**src/rtl/fetch_req_ctrl.sv**
```systemverilog
// Issues fetch-group PCs to the ICache, one held request at a time, and drops responses of flushed streams.
// Latency: PC accepted in cycle N is presented to the ICache in N+1; responses pass through combinationally.
// Backpressure: req_ready drops while a request is held and not yet accepted, or when MAX_OUTSTANDING is reached.
module fetch_req_ctrl #(
    parameter int MAX_OUTSTANDING = 2,
    parameter int CNT_W           = $clog2(MAX_OUTSTANDING + 1)
) (
    input  logic             clk,
    input  logic             resetn,
    input  logic             flush,
    input  logic             req_valid,
    input  logic [31:0]      req_pc,
    output logic             req_ready,
    output logic             icache_req,
    output logic [31:0]      icache_addr,
    input  logic             icache_addr_ok,
    input  logic             icache_data_ok,
    input  logic [31:0]      icache_rdata1,
    input  logic [31:0]      icache_rdata2,
    output logic             resp_valid,
    output logic [31:0]      resp_rdata1,
    output logic [31:0]      resp_rdata2,
    output logic [CNT_W-1:0] inflight,
    output logic             protocol_err
);

    typedef enum logic [1:0] {
        S_IDLE     = 2'd0,
        S_REQ      = 2'd1,
        S_REQ_KILL = 2'd2
    } state_t;

    localparam logic [CNT_W-1:0] MAX_CNT = CNT_W'(MAX_OUTSTANDING);

    state_t           state;
    state_t           state_nxt;
    logic [CNT_W-1:0] cancel_cnt;
    logic [CNT_W-1:0] inflight_nxt;
    logic [CNT_W-1:0] cancel_nxt;
    logic             addr_hs;
    logic             dat;
    logic             dat_cnt;
    logic             req_fire;
    logic             kill_hs;
    logic             cancel_dec;

    assign icache_req = (state != S_IDLE) && (inflight < MAX_CNT);
    assign addr_hs    = icache_req && icache_addr_ok;
    assign dat        = icache_data_ok;
    // A data_ok with nothing outstanding is a protocol violation and must not move the counters.
    assign dat_cnt    = dat && (inflight != '0);
    assign req_ready  = resetn && !flush && ((state == S_IDLE) || ((state == S_REQ) && addr_hs));
    assign req_fire   = req_valid && req_ready;
    assign kill_hs    = (state == S_REQ_KILL) && addr_hs;
    assign cancel_dec = dat && (cancel_cnt != '0);

    assign resp_valid  = dat_cnt && (cancel_cnt == '0) && !flush;
    assign resp_rdata1 = icache_rdata1;
    assign resp_rdata2 = icache_rdata2;

    always_comb begin
        state_nxt = state;
        case (state)
            S_IDLE: begin
                if (req_fire)
                    state_nxt = S_REQ;
            end
            S_REQ: begin
                if (addr_hs)
                    state_nxt = req_fire ? S_REQ : S_IDLE;
                else if (flush)
                    state_nxt = S_REQ_KILL;
            end
            S_REQ_KILL: begin
                if (addr_hs)
                    state_nxt = S_IDLE;
            end
            default: state_nxt = S_IDLE;
        endcase
    end

    // On flush every request accepted so far, including this cycle's, belongs to the dead stream.
    always_comb begin
        inflight_nxt = inflight + CNT_W'(addr_hs) - CNT_W'(dat_cnt);
        if (flush)
            cancel_nxt = inflight_nxt;
        else
            cancel_nxt = cancel_cnt + CNT_W'(kill_hs) - CNT_W'(cancel_dec);
    end

    always_ff @(posedge clk or negedge resetn) begin
        if (!resetn) begin
            state        <= S_IDLE;
            inflight     <= '0;
            cancel_cnt   <= '0;
            icache_addr  <= '0;
            protocol_err <= 1'b0;
        end else begin
            state      <= state_nxt;
            inflight   <= inflight_nxt;
            cancel_cnt <= cancel_nxt;
            if (req_fire)
                icache_addr <= req_pc;
            if (dat && (inflight == '0))
                protocol_err <= 1'b1;
        end
    end

endmodule

```
**config.mk**
```make
export PLATFORM = sky130hd
export DESIGN_NAME = fetch_req_ctrl
export DESIGN_NICKNAME = d
export VERILOG_FILES = /design/src/rtl/fetch_req_ctrl.sv
export SDC_FILE = /design/constraint.sdc
export NUM_CORES = 1
export LEC_CHECK = 0
export BUFFER_PORTS_ARGS = -buffer_cell sky130_fd_sc_hd__buf_2
export CAP_MARGIN = 20
export CORE_UTILIZATION = 35
export DETAILED_ROUTE_END_ITERATION = 6
export MAX_ROUTING_LAYER = met4
export PLACE_DENSITY = 0.78
export SLEW_MARGIN = 5
export SYNTH_ARGS = -nofsm -noshare
export SYNTH_HDL_FRONTEND = slang
export SYNTH_SLANG_ARGS = --single-unit
```
**constraint.sdc**
```tcl
create_clock -name clk -period 2.3 [get_ports clk]
set_input_delay 0.115 -clock clk [delete_from_list [all_inputs] [get_ports clk]]
set_output_delay 0.115 -clock clk [all_outputs]
set_load 0.005 [all_outputs]
```
### Word level (Yosys, flattened, before mapping)

Cells that the tools add are included.

| operators by class | value |
|---|---|
| shift-type cells | 0 |
| multipliers | 0 |
| $lt $le $gt $ge | 1 |
| reductions and logical operators | 21 |
| equality and inequality tests | 5 |
| div/mod/pow operators | 0 |
| bitwise operators | 0 |
| multiplexer cells | 7 |
| add/sub/neg operators | 4 |

Operators by type and width:

| operator | count |
|---|---|
| $logic_and A1 B1 Y1 | 12 |
| $mux W2 | 5 |
| $logic_not A2 Y1 | 3 |
| $pmux W2 S3 | 1 |
| $reduce_bool A2 Y1 | 3 |
| $add A2 B1 Y2 | 2 |
| $ne A2 B2 Y1 const B | 2 |
| $sub A2 B1 Y2 | 2 |
| $ne A3 B3 Y1 const B | 1 |
| $reduce_and A3 Y1 | 1 |
| $eq A2 B1 Y1 const B | 1 |
| $eq A2 B2 Y1 const B | 1 |
| $lt A2 B2 Y1 const B | 1 |
| $logic_not A1 Y1 | 1 |
| $logic_or A1 B1 Y1 | 1 |
| $mux W1 | 1 |

| storage, ports and cells | value |
|---|---|
| output and inout bits | 102 |
| memories | 0 |
| memory bits (read-only) | 0 |
| register bits after elaboration | 39 |
| memory bits (writable) | 0 |
| latch bits | 0 |
| bits of input ports | 102 |
| word-level logic and storage cells | 43 |

### Depth between registers and ports, before layout

Gate-level depths: netlist of the first run.

| depth | value |
|---|---|
| depth after elaboration | 10 |
| depth in mapped cells | 9 |
| depth with buffers taken out | 9 |

### Least setup slack after synthesis of the first run

Ideal clock, no wire load.

| timing | value |
|---|---|
| kind | reg2reg |
| from | reg inflight[1] |
| to | reg cancel_cnt[1] |
| buffers on the path | 0 |
| required time | 2.175 ns |
| arrival time | 1.829 ns |
| stages on the path, launching flop included | 9 |
| clock period less this slack | 1.954 ns |
| library setup time | 0.125 ns |
| setup slack | 0.346 ns |
| cell sequence | dfrtp_1 > nand2b_4 > or2_2 > ha_1 > inv_1 > ha_1 > xnor2_1 > xnor2_1 > mux2_2 |

| on the way | value |
|---|---|
| cells in the longest elaborated chain, start to end | 7 |
| elaborated cells on any way between the ends | 11 |
| those cells by class | add/sub: 4; order compare: 1; mux: 1; reduce/logical: 5 |

Ends and longest elaborated chain:

| element | RTL line | source |
|---|---|---|
| start: declaration | 23 | `output logic [CNT_W-1:0] inflight,` |
| start signal: assignment | 100 | `inflight <= inflight_nxt;` |
| $lt A2 B2 Y1 | 47 | `assign icache_req = (state != S_IDLE) && (inflight < MAX_CNT);` |
| $logic_and A1 B1 Y1 | 47 |  |
| $logic_and A1 B1 Y1 | 48 | `assign addr_hs = icache_req && icache_addr_ok;` |
| $logic_and A1 B1 Y1 | 54 | `assign kill_hs = (state == S_REQ_KILL) && addr_hs;` |
| $add A2 B1 Y2 | 88 | `cancel_nxt = cancel_cnt + CNT_W'(kill_hs) - CNT_W'(cancel_dec);` |
| $sub A2 B1 Y2 | 88 |  |
| $mux W2 (*) | 85 | `if (flush)` |
| via cancel_nxt[1] | 39 | `logic [CNT_W-1:0] cancel_nxt;` |
| end signal: assignment | 101 | `cancel_cnt <= cancel_nxt;` |
| end: declaration | 37 | `logic [CNT_W-1:0] cancel_cnt;` |

Mark *: on every way through the listed nets, which the timed path passes. The rest lies on a longest branch.
A chain may end at the register's enable or synchronous reset.

### Worst setup path after layout of the first run

Same ends and word-level chain as after synthesis.

==> results of run 1 <==
==> repair_timing <==
| item | 4_1_cts | 5_1_grt |
|---|---|---|
| endpoints found under the hold margin | 39 | 0 |
| hold buffers | 1 | 0 |
| buffers inserted | 0 | 0 |
==> routing by layer <==
layer,wire (um),track usage [%]
met2,1760,20.0
met3,314,4.57
met1,1360,13.3
met4,108,7.45
met5,0,-
==> state kept, by name, indices dropped and copies added (netlist names) <==
register      count
state             2
cancel_cnt        2
icache_addr      32
protocol_err      1
inflight          2
==> cell type report <==
type	instances	area share, %
flip-flops and latches	39	44.7
well taps	72	4.13
clock buffers	7	3.95
inverters	2	0.344
clock inverters	1	0.401
repair buffers	79	18.7
multi-input cells	61	27.8
==> worst max path at each step <==
stage | from | to | slack, ns | depth (start not counted)
CTS | inflight[1] | cancel_cnt[1] | 0.26 | 8
finish | inflight[1] | cancel_cnt[1] | 0.28 | 8
global placement | inflight[1] | cancel_cnt[1] | 0.33 | 8
global route | inflight[1] | cancel_cnt[1] | 0.17 | 8
detailed placement | inflight[1] | cancel_cnt[1] | 0.28 | 8
floorplan | inflight[1] | cancel_cnt[1] | 0.35 | 8
==> through the flow <==
stage	power [uW]	cells	setup slack, ns	hold WS, ns	instance area, um2
after floorplan	1630	169	0.346	-0.181	2100
after global placement	1870	252	0.330	0.230	2080
after detailed placement	1910	252	0.276	0.230	2080
after CTS	2420	261	0.258	0.0278	2180
after global routing	2540	261	0.167	0.0295	2180
final	2370	261	0.281	0.0431	2180
==> critical path, cell delays in order (launching register included) <==
cell and delay, ns:
sky130_fd_sc_hd__dfrtp_1 0.43, sky130_fd_sc_hd__nand2b_4 0.19, sky130_fd_sc_hd__or2_2 0.30, sky130_fd_sc_hd__ha_1 0.27
sky130_fd_sc_hd__inv_1 0.04, sky130_fd_sc_hd__ha_1 0.18, sky130_fd_sc_hd__xnor2_1 0.14, sky130_fd_sc_hd__xnor2_1 0.12
sky130_fd_sc_hd__mux2_2 0.25
==> cell families after synthesis <==
| group | after synthesis | share of synthesized area, % |
|---|---|---|
| AO/OA/AOI/OAI | 5 | 2.74 |
| XOR/XNOR | 4 | 1.66 |
| adder cells (fa/ha/maj) | 4 | 2.38 |
| buffers and inverters | 69 | 24.8 |
| flip-flops | 39 | 46.4 |
| multiplexers | 34 | 18.2 |
| AND/OR/NAND/NOR | 14 | 3.87 |
==> placed cells by master, fill, tap and decap left out, drive strengths merged, types with 2 or more instances in the layout <==
cell / n
clkbuf: 7
buf: 78
nor2: 4
mux2: 34
a21boi: 2
inv: 2
nand2: 3
xnor2: 4
dfrtp: 39
ha: 4
nand2b: 2
==> power breakdown <==
part	internal (uW)	leakage (uW)	switching, uW
logic	477	0.000542	308
registers	948	0.000461	147
clock network	246	0.0000484	242
==> results, run 1 <==
- The flow ran to the end, and the final reports show no timing, DRC or antenna violations.
- In the post-synthesis netlist, the biggest area contributors are sky130_fd_sc_hd__dfrtp_1 (46%), sky130_fd_sc_hd__buf_4 (23%), sky130_fd_sc_hd__mux2_2 (17%).
- The number of instances in the synthesized netlist is 169.
- The flip-flop and latch count after synthesis is 39.
- After synthesis, the share of flip-flops with an asynchronous set or reset is 100%.
- In this run the biggest area consumer among cell types represents 46.4% of the synthesized area.
- The HPWL after detailed placement is 2630 um.
- At the end of routability-driven placement, the weighted congestion stood at 0.701.
- The most numerous cell in the Yosys netlist is sky130_fd_sc_hd__buf_4.
- The synthesized design contains 0 enable-type register cells.
- Dividing the detail-routed via count by the number of cells gives 4.59.
- The final-layout fill cell count is 560.
- Across the VDD grid, the largest voltage drop is 0.000417 V.
- The clock reaches the later pin of the worst-skew pair after 0.28 ns.
- After floorplanning, the core was divided into 27 placement rows.
- The cell taking the most area after synthesis is sky130_fd_sc_hd__dfrtp_1.
- The number of antenna violations at the first check in global routing is 0.
- The post-synthesis cell type count is 21.
- After synthesis, flip-flops and latches occupy 46.4% of the total area.
- The endpoint type of the worst setup path is a flip-flop.
- The number of gates resized after CTS is 0.
- The average wire length per cell after detail routing is 13.6 um.
- In the final layout, flip-flops and latches occupy 976 um2.
- Input and output buffers added on the ports amount to 75.
- In this run the most critical hold path is launched from req_pc[22].
- Cells with a size suffix above 1 make up 63.5% of the layout.
- The final worst-path cycle share is 87.8%.
- In this run the critical register-to-register path is launched from inflight[1].
- In the synthesized netlist the dominant register cell turns out to be sky130_fd_sc_hd__dfrtp_1.
- Clock-pin slew was measured on the worst setup and hold paths at 0.08 ns.
- The number of warnings issued by yosys is 0.
- The via count of the first global-routing pass was 1,308.
- The total clock sinks is 39.
- The detailed-route via count is 1,197.
- The power density over the cells is 1080 nW/um2.
- Once layout is complete, the utilization of the core stands at 38.7%.
- The overall track demand over capacity in global routing is 12.5%.
- In this run the deepest clock path goes through 2 buffers.
- The first detailed-routing pass ran for 2 iterations.
- The multi-input combinational cells in the finished layout cover a total of 607 um2.
- The type of the worst min-delay path is in2reg.
- Setup repair after global routing left no endpoint under its margin.
- In this run, CTS created clock tree buffers numbering 5.
- The post-detailed-routing wire length is 3550 um.
- The worst hold path passes through 2 cells.
- The worst min-delay path endpoint is icache_addr[22].
- The slew at the pin closest to its max-slew limit is 0.509 ns.
- The worst reg2reg path endpoint is cancel_cnt[1].
- STA puts the critical path data required time at 2.48 ns.
- The H-tree was split into 2 levels.
- The post-layout net count is 294.
- The register-to-register setup slack is 0.28 ns.
- Dividing the synthesized area by the synthesized cell count gives 12.5 um2.
- The total I/O pin count is 204.
- The root buffer cell chosen for the clock tree is sky130_fd_sc_hd__clkbuf_8.
- The number of remaining DRC errors is 0.
- The post-synthesis net count is 275.
- The floorplan die area is 6330 um2.
- The static power due to leakage is 0.00105 uW.
- The top achievable clock speed is 495 MHz.
- After the first detailed-routing iteration, the DRC count stood at 30.
- In this run the tightest slew margin relative to its limit is 66.1%.
- The number of antenna diodes in the final layout is 0.
- The number of maximum-capacitance violations is 0.
- The remaining antenna violation count after routing is 0.
- On the final layout, the worst clock skew is 0.00601 ns.
- The final count of hold timing violations is 0.
- The final number of setup-violating endpoints is 0.
- TritonCTS built the clock tree.
- Sorting the synthesized cells by how often they occur yields sky130_fd_sc_hd__buf_4 (64), sky130_fd_sc_hd__dfrtp_1 (39), sky130_fd_sc_hd__mux2_2 (32).
- The largest net degree at the start of global routing is 41.
- The die is 79.5 um tall.
- The clock period minus worst slack is 2.02 ns.
- The worst setup path is launched from a flip-flop.
- The final-report max-slew violation count is 0.
- The number of cell instances on the worst register-to-register path is 8.
- The post-synth design cell area is 2100 um2.
- The critical path is of the reg2reg type.
- The total overflow left after global routing is 0.
- The starting density of the core is 37.3%.
- In this run the standard cell core region covers 5640 um2.
- From synthesis to final layout, the design area changed by 3.75%.
- The worst path arrival time is 2.19 ns.
- Along the worst path, the maximum fanout reaches 5.
- Summed over all failing endpoints, the final setup total negative slack is 0 ns.
- The first global-routing pass estimated 5890 um of wire.
- The chip width is 79.5 um.
(Power assumes the default switching activity.)
==> run 2, diff against run 1 <==
CORE_ASPECT_RATIO = 0.9   (was default)
==> results, run 2 (synthesis gave the netlist of run 1 again) <==
- The flow ran to the end, and the final reports show no timing, DRC or antenna violations.
- The final-report max-slew violation count was 0.
- Cells with a size suffix above 1 make up 63.8% of the layout.
- The number of antenna violations at the first check in global routing was 0.
- The first-pass GRT wire length is 5510 um.
- After clock tree synthesis, the clock-pin slew on the worst setup and hold paths is 0.07 ns.
- For this block, the initial DRC count from the detailed router was 30.
- The number of cell instances on the worst register-to-register path is 8.
- STA classifies the critical path endpoint as a flip-flop.
- The final number of setup-violating endpoints is 0.
- 0 antenna diodes ended up in the layout.
- The worst-path maximum fanout is 5.
- Setup repair after global routing left no endpoint under its margin.
- Ranked by flip-flop count, first place goes to icache_addr.
- The final-layout fill cell count is 569.
- The ratio of routed vias to standard cells is 4.51.
- Derived from the worst setup path, the maximum achievable clock frequency is 498 MHz.
- The most common cell after layout, fill and taps aside is sky130_fd_sc_hd__buf_2.
- On the critical path, the stage with the largest delay is an instance of sky130_fd_sc_hd__dfrtp_1.
- The floorplan die area is 6330 um2.
- The power density over the cells is 1100 nW/um2.
- The setup check on the worst reg-to-reg path leaves a slack of 0.29 ns.
- The worst setup path is launched from a flip-flop.
- The worst-case IR drop observed on VDD is 0.000472 V.
- At the pin with the least slew margin, the transition time is 0.491 ns.
- The number of clock buffers added by TritonCTS is 5.
- After detailed routing, the total wire length is 3320 um.
- The number of cell rows is 26.
- The total I/O pin count is 204.
- After detailed placement, the design holds a cell count of 250.
- Max-cap violations in this run came to 0.
- For the worst setup path, the data arrival time is 2.17 ns.
- The floorplan step set the die width to 83.7 um.
- The number of cells on the worst hold path is 2.
- The post-layout net count is 294.
- The number of iterations in the first detailed-routing pass is 3.
- The remaining global-route overflow is 0.
- The number of remaining DRC errors is 0.
- The worst hold path terminates at icache_addr[22].
- The post-detailed-placement cell area is 2080 um2.
- The count of buffers inserted at the top-level ports is 75.
- The worst reg2reg path endpoint is cancel_cnt[1].
- The starting density of the core is 36.8%.
- The number of gates resized after CTS is 0.
- The worst slew margin relative to its limit is 67.3%.
- Dividing the final minimum period by the clock period gives 87.2%.
- On the final layout, the worst hold slack is 0.0444 ns.
- Clock latency on the worst-skew pair, taken at its later pin, is 0.28 ns.
- The beginning of the worst register-to-register path is inflight[1].
- In this design, the stage delay of the slowest critical-path cell is 0.43 ns.
- Summing over every cut layer, the via total after detailed routing is 1,164.
- The clock root buffer is sky130_fd_sc_hd__clkbuf_8.
- The required time at the endpoint of the critical path is 2.47 ns.
- The flip-flop count of the largest register, all copies and words added is 32.
- The signal on the critical path passes through nand2b_4 > or2_2 > ha_1 > inv_1 > ha_1 > xnor2_1 > xnor2_1 > mux2_2.
- For the final database, setup skew stands at 0.00744 ns.
- No sink is reached through more buffers than the 2 on the longest clock path.
- Global routing used 11.5% of the available tracks.
- The post-layout instance area is 2190 um2.
- The category of the critical setup timing path is reg2reg.
- In this run the standard cell core region covers 5730 um2.
- The final count of hold timing violations is 0.
- The average wire length per cell after detail routing is 12.9 um.
- The via count of the first global-routing pass is 1,220.
- The remaining antenna violation count after routing is 0.
- Leaving out fill and tap cells, the most frequent cells in the layout are sky130_fd_sc_hd__buf_2 (75), sky130_fd_sc_hd__dfrtp_1 (39), sky130_fd_sc_hd__mux2_2 (32).
- The worst hold path begins at req_pc[22].
- The floorplan step set the die height to 75.6 um.
- The H-tree was split into 2 levels.
- The min-delay analysis places its worst path in the category in2reg.
- Leaving out filler cells and counting taps, the final layout contains 258.
- The half-perimeter wire length after detailed placement is 2460 um.
- The routability congestion estimate from global placement is 0.687.
- The total negative slack for setup checks is 0 ns.
- The largest net degree at the start of global routing is 41.
- In this run the static leakage power is 0.00105 uW.
- For the finished layout, the period the worst path requires is 2.01 ns.
- The TritonCTS clock tree is done.
- The total clock sinks is 39.
- Relative to the synthesized area, the layout overhead comes to 4.16%.
-- run 2: cell type report --
class / count / area [um2] / area share (%)
multi-input combinational: 61 / 607 / 27.7
clock inverter: 2 / 37.5 / 1.71
tap: 70 / 87.6 / 4.00
clock buffer: 5 / 68.8 / 3.14
timing repair buffer: 79 / 408 / 18.6
inverter: 2 / 7.51 / 0.342
sequential: 39 / 976 / 44.5
-- run 2: stage by stage --
step / power [uW] / util, % / worst slack [ns]
6_report: 2420 / 38.3 / 0.294
5_1_grt: 2610 / 38.3 / 0.187
4_1_cts: 2470 / 38.3 / 0.270
3_5_place_dp: 1900 / 36.3 / 0.286
3_3_place_gp: 1870 / 36.3 / 0.331
2_1_floorplan: 1630 / - / 0.346
-- run 2: worst max-delay path, delay by kind of cell, from the launching register on --
family	cells	cell delay [ns]
flip-flops	1	0.43
XOR/XNOR	2	0.25
adder cells (fa/ha/maj)	2	0.44
multiplexers	1	0.25
buffers and inverters	1	0.04
AND/OR/NAND/NOR	2	0.48
-- run 2: how the worst max path moves through the flow --
stage                     start       endpoint  slack, ns  depth (start not counted)
global route           state[0]  cancel_cnt[1]       0.19                          8
floorplan           inflight[1]  cancel_cnt[1]       0.35                          8
CTS                 inflight[1]  cancel_cnt[1]       0.27                          8
detailed placement  inflight[1]  cancel_cnt[1]       0.29                          8
global placement    inflight[1]  cancel_cnt[1]       0.33                          8
finish              inflight[1]  cancel_cnt[1]       0.29                          8
-- run 2: power by group --
part           switching [uW]  internal, uW  leakage (uW)
combinational             297           476      0.000542
sequential                143           948      0.000461
clock                     235           317     0.0000502
total                     675          1740       0.00105
-- run 2: what timing repair did --
item / in CTS / in global routing
endpoints found under the hold margin: 39 / 0
hold buffers: 1 / 0
buffers inserted: 0 / 0
-- run 2: layer usage --
metal / part of all wire, % / vias up / track usage [%]
met3: 9.4 / 10 / 5.20
li1: - / 530 / -
met2: 48 / 73 / 18.8
met4: 1.5 / 0 / 5.46
met1: 41 / 551 / 12.1
met5: 0 / - / -
